**src/rtl/pulse_count_rx.sv**
```systemverilog
// rtl/pulse_count_rx.sv - gated pulse-train receiver: counts synchronized rising edges, ends on quiet interval
// Optional glitch filter: define GLITCH_FILTER_EN.
module pulse_count_rx #(
    parameter int CW            = 8,
    parameter int EXPECT        = 4,
    parameter int IDLE_CYCLES   = 16,
    parameter int START_TIMEOUT = 1024,
    parameter int FILT_LEN      = 2
) (
    input  logic          clk,
    input  logic          rst_n,
    input  logic          arm,
    input  logic          pin,
    output logic [CW-1:0] count,
    output logic          busy,
    output logic          done,
    output logic          match,
    output logic          timeout,
    output logic          overflow
);

    localparam int TMAX = (IDLE_CYCLES > START_TIMEOUT) ? IDLE_CYCLES : START_TIMEOUT;
    localparam int TW   = $clog2(TMAX) + 1;

    localparam logic [TW-1:0] IDLE_LAST  = TW'(IDLE_CYCLES - 1);
    localparam logic [TW-1:0] START_LAST = TW'(START_TIMEOUT - 1);
    localparam logic [CW-1:0] CNT_MAX    = '1;
    localparam logic [CW-1:0] CNT_EXP    = CW'(EXPECT);

    typedef enum logic [1:0] {
        S_IDLE,
        S_WAIT_FIRST,
        S_COUNTING,
        S_DONE
    } state_t;

    state_t          state_q, state_d;
    logic [TW-1:0]   timer_q, timer_d;
    logic [CW-1:0]   count_q, count_d;
    logic            busy_q, busy_d;
    logic            done_q, done_d;
    logic            match_q, match_d;
    logic            timeout_q, timeout_d;
    logic            overflow_q, overflow_d;
    logic            s1_q, s3_q;
    logic            lvl;
    logic            rise;

`ifdef GLITCH_FILTER_EN
    // The filter flop takes the place of the second synchronizer stage, so
    // its run counter observes s1 directly and adds only FILT_LEN-1 cycles.
    localparam int RW = $clog2(FILT_LEN + 1);
    localparam logic [RW-1:0] RUN_LAST = RW'(FILT_LEN - 1);

    logic          filt_q, filt_d;
    logic [RW-1:0] run_q, run_d;

    always_comb begin
        filt_d = filt_q;
        run_d  = '0;
        if (s1_q != filt_q) begin
            if (run_q == RUN_LAST) begin
                filt_d = s1_q;
            end else begin
                run_d = run_q + RW'(1);
            end
        end
    end

    always_ff @(posedge clk or negedge rst_n) begin
        if (!rst_n) begin
            filt_q <= 1'b0;
            run_q  <= '0;
        end else begin
            filt_q <= filt_d;
            run_q  <= run_d;
        end
    end

    assign lvl = filt_q;
`else
    logic s2_q;

    always_ff @(posedge clk or negedge rst_n) begin
        if (!rst_n) begin
            s2_q <= 1'b0;
        end else begin
            s2_q <= s1_q;
        end
    end

    assign lvl = s2_q;
`endif

    always_ff @(posedge clk or negedge rst_n) begin
        if (!rst_n) begin
            s1_q <= 1'b0;
            s3_q <= 1'b0;
        end else begin
            s1_q <= pin;
            s3_q <= lvl;
        end
    end

    assign rise = lvl & ~s3_q;

    always_comb begin
        state_d    = state_q;
        count_d    = count_q;
        timer_d    = timer_q + TW'(1);
        timeout_d  = timeout_q;
        overflow_d = overflow_q;
        match_d    = match_q;

        unique case (state_q)
            S_IDLE: begin
                timer_d = '0;
                if (arm) begin
                    count_d    = '0;
                    timeout_d  = 1'b0;
                    overflow_d = 1'b0;
                    match_d    = 1'b0;
                    state_d    = S_WAIT_FIRST;
                end
            end
            S_WAIT_FIRST: begin
                if (!arm) begin
                    state_d = S_IDLE;
                end else if (rise) begin
                    count_d = CW'(1);
                    state_d = S_COUNTING;
                end else if (timer_q == START_LAST) begin
                    timeout_d = 1'b1;
                    state_d   = S_DONE;
                end
            end
            S_COUNTING: begin
                // An edge on the expiry cycle still counts and restarts the timer.
                if (!arm) begin
                    state_d = S_IDLE;
                end else if (rise) begin
                    timer_d = '0;
                    if (count_q == CNT_MAX) begin
                        overflow_d = 1'b1;
                    end else begin
                        count_d = count_q + CW'(1);
                    end
                end else if (timer_q == IDLE_LAST) begin
                    match_d = (count_q == CNT_EXP) && !overflow_q;
                    state_d = S_DONE;
                end
            end
            S_DONE: begin
                if (!arm) begin
                    state_d = S_IDLE;
                end
            end
            default: state_d = S_IDLE;
        endcase

        if (state_d != state_q) begin
            timer_d = '0;
        end
        if (state_d == S_IDLE) begin
            match_d = 1'b0;
        end

        busy_d = (state_d == S_WAIT_FIRST) || (state_d == S_COUNTING);
        done_d = (state_d == S_DONE);
    end

    always_ff @(posedge clk or negedge rst_n) begin
        if (!rst_n) begin
            state_q    <= S_IDLE;
            timer_q    <= '0;
            count_q    <= '0;
            busy_q     <= 1'b0;
            done_q     <= 1'b0;
            match_q    <= 1'b0;
            timeout_q  <= 1'b0;
            overflow_q <= 1'b0;
        end else begin
            state_q    <= state_d;
            timer_q    <= timer_d;
            count_q    <= count_d;
            busy_q     <= busy_d;
            done_q     <= done_d;
            match_q    <= match_d;
            timeout_q  <= timeout_d;
            overflow_q <= overflow_d;
        end
    end

    assign count    = count_q;
    assign busy     = busy_q;
    assign done     = done_q;
    assign match    = match_q;
    assign timeout  = timeout_q;
    assign overflow = overflow_q;

endmodule

```
**config.mk**
```make
export PLATFORM = sky130hd
export DESIGN_NAME = pulse_count_rx
export DESIGN_NICKNAME = d
export VERILOG_FILES = /design/src/rtl/pulse_count_rx.sv
export SDC_FILE = /design/constraint.sdc
export NUM_CORES = 1
export LEC_CHECK = 0
export BUFFER_PORTS_ARGS = -buffer_cell sky130_fd_sc_hd__clkbuf_2
export CAP_MARGIN = 40
export CORE_UTILIZATION = 57
export CTS_CLUSTER_SIZE = 14
export DETAILED_ROUTE_END_ITERATION = 12
export GPL_TIMING_DRIVEN = 1
export PLACE_DENSITY = 0.78
export SYNTH_ARGS = -nofsm -noshare
export SYNTH_HDL_FRONTEND = slang
export SYNTH_SLANG_ARGS = --single-unit
```
**constraint.sdc**
```tcl
create_clock -name clk -period 2.6 [get_ports clk]
set_input_delay 0.13 -clock clk [delete_from_list [all_inputs] [get_ports clk]]
set_output_delay 0.13 -clock clk [all_outputs]
set_load 0.01 [all_outputs]
```
==> impl_metrics.json <==
{
  "gr-usage-met1": 0.312,
  "start_kind": "flip-flop",
  "synth-simple-area-share": 0.241,
  "worst-endpoint-required_ps": 2810,
  "fin_crit_sh": 0.893,
  "largest-register": "timer_q",
  "synth_cells": 170,
  "netlist_area_um2": 1580,
  "cts.sinks": 29,
  "path_class": "flip-flop to flip-flop",
  "min_path_cells": 3,
  "tritoncts": "done",
  "grt_pass1_vias": 1222,
  "setup.worst_path.start": "state_q[1]$_DFF_PN0_",
  "largest_reg_flops": 11,
  "die_area_um2": 2990,
  "skew_ps": 9.14,
  "via_per_inst": 6.02,
  "gp_congestion": 0.926,
  "post_cts_buffers": 0,
  "synth_fp_nets": 184,
  "critical_path.max_fanout": 11,
  "synth_seq_cells": 29,
  "yosys.area.top_type": "dfrtp_1",
  "r2r-end": "timer_q[8]$_DFF_PN0_",
  "synthXorXnorAreaFrac": 0.0498,
  "synth_compound_gate_area_share": 0.131,
  "cts-htree-levels": 2,
  "hp-class": "input pin to flip-flop",
  "path_common_cell": "inv_1",
  "drive_above_1_share": 0.139,
  "worst_pin_slew_ps": 710,
  "r2r_start": "state_q[1]$_DFF_PN0_",
  "critical_path.max_stage_delay_ps": 470,
  "port_buffers": 16,
  "drt_iter0_markers": 50,
  "worstPathCellList": "inv_1, ha_1, inv_1, o41ai_1, a41oi_1, o311a_1, nand3_1, nor2_1",
  "synth_top_family_by_area": "simple AND/OR/NAND/NOR gates",
  "grt_max_degree": 30,
  "cts_made_buffers": 5,
  "ir_drop_v": 0.000473,
  "synth_top_area_frac": 0.459,
  "yosys-mux-area-fraction": 0.00633,
  "num_antenna_cells": 0,
  "syn_avg_cell_area_um2": 9.30,
  "reg2reg_setup_slack_ps": 280,
  "wl_per_cell_um": 14.5,
  "grt_pass1_wl_mm": 5.18,
  "grt-ovfl-total": 0,
  "holdWs_ps": 186,
  "ios": 17,
  "drtPass1Iterations": 4,
  "rsz0062_at_grt": "false",
  "outcome": "completed",
  "fp.coreArea_um2": 2540,
  "slowest_stage": "dfrtp_1",
  "met2_usage": 0.394,
  "hp-start": "arm",
  "yosysSeqAreaShare": 0.459,
  "post_cts_resized": 0,
  "nets": 207,
  "dp_hpwl_mm": 2.34,
  "setup-tns-final_ps": 0,
  "synth_area_leaders": "dfrtp_1 (46%), ha_1 (7.9%), nor2_1 (6.2%), nand3_1 (4.1%), o21ai_0 (4.1%)",
  "use_met3": 0.0583,
  "synth_fa_ha_area_frac": 0.0791,
  "synth_most_common_cell": "dfrtp_1",
  "slew_headroom": 0.527,
  "clk_pin_slew_ps": 90,
  "start_util": 0.621,
  "drc": 0,
  "ant_nets": 0,
  "area_delta_synth_final_pct": 11.7,
  "arrival_ps": 2530,
  "fmax_mhz": 431,
  "r2r_cells": 8,
  "clk_path_buf_depth": 2,
  "cap_violations": 0,
  "synth_top_flop_cell": "dfrtp_1",
  "clk_latency_ps": 340,
  "worst_setup_path_end_kind": "flip-flop",
  "ys_types": 37,
  "yosys_warnings": 0,
  "synth_commonest_cells": "dfrtp_1 (29), nor2_1 (26), nand3_1 (13), o21ai_0 (13)",
  "die_h_um": 54.7,
  "worstHoldEndpoint": "timeout$_DFFE_PN0P_",
  "setup_violations": 0,
  "top_usage_layer": "met2",
  "dieWidth_um": 54.7,
  "leakage_nw": 0.839,
  "grt_usage": 0.254,
  "root_buffer": "clkbuf_4",
  "hold_viol": 0,
  "vias": 1349,
  "drv_slew": 0,
  "hold_buffers": 2,
  "rows": 18,
  "min_period_ps": 2320,
  "pwr_density_cell_nw_per_um2": 643,
  "grt_antenna_before_repair": 0,
  "async_flop_share": 1.00,
  "wirelength_mm": 3.25,
  "synth-edff-count": 0
}
cell families after synthesis:
logic type / count (synthesis)
AOI/OAI and AO/OA: 33
xor gates and xnor gates: 9
adders and majority gates: 10
buffers and inverters: 13
DFF: 29
muxes: 1
and+or+nand+nor: 75
layout make-up:
cell class                      count  area [µm²]
Sequential cell                    29         726
Multi-Input combinational cell    128         803
Inverter                            9        33.8
Clock buffer                        6        41.3
Clock inverter                      2        10.0
Tap cell                           30        37.5
Timing Repair Buffer               20         115
Fill cell                         193         778
critical path, delay by kind of cell (launching register included):
family                     cells  cell delay, ps
buffers and inverters          2             210
AOI/OAI and AO/OA              3             820
DFF                            1             470
adders and majority gates      1             300
and+or+nand+nor                2             410
placed cells by master, fill, tap and decap left out, types with 2 or more instances in the layout:
cell,synthesis,final
dfrtp_1,29,29
nor2_1,26,26
clkbuf_2,0,16
nand3_1,13,13
o21ai_0,13,13
nand2_1,10,10
ha_1,10,10
inv_1,9,9
and3_1,7,7
xnor2_1,5,5
clkbuf_4,0,5
nor3_1,4,4
xor2_1,4,4
a31oi_1,4,4
nor4b_1,3,3
a21oi_1,3,3
o31ai_1,3,3
nand3b_1,2,2
nand2b_1,2,2
o21ai_1,2,2
clkinv_2,0,2
dlygate4sd3_1,0,2
buf_4,1,2
worst max-delay path by stage:
stage	end	slack, ps	cells after the start
finish	timer_q[8]$_DFF_PN0_	280	8
detailed placement	timer_q[6]$_DFF_PN0_	320	8
global placement	count[3]$_DFFE_PN0P_	390	6
global route	timer_q[6]$_DFF_PN0_	120	8
floorplan	count[3]$_DFFE_PN0P_	620	6
CTS	timer_q[8]$_DFF_PN0_	310	8
routing by layer:
metal  share of wire  wire length (µm)  vias to the layer above
li1                -                 -                      650
met1            0.46              1500                      638
met2            0.47              1520                       52
met3           0.044               143                        9
met4           0.027                89                        0
met5               0                 0                        -
metrics by stage:
step	area, µm²	cells	setup WS (ps)	utilization	power (mW)
floorplan	1580	170	618	-	0.785
global placement	1700	214	386	0.666	0.854
detailed placement	1700	214	317	0.666	0.876
CTS	1770	224	308	0.694	1.14
global route	1770	224	118	0.694	1.21
finish	1770	224	279	0.694	1.14
power breakdown:
part / switching [mW] / leakage [nW] / internal (mW)
sequential: 0.0390 / 0.393 / 0.489
clock: 0.160 / 0.0320 / 0.103
combinational: 0.228 / 0.414 / 0.118
total: 0.427 / 0.839 / 0.709
(Power assumes the default switching activity.)
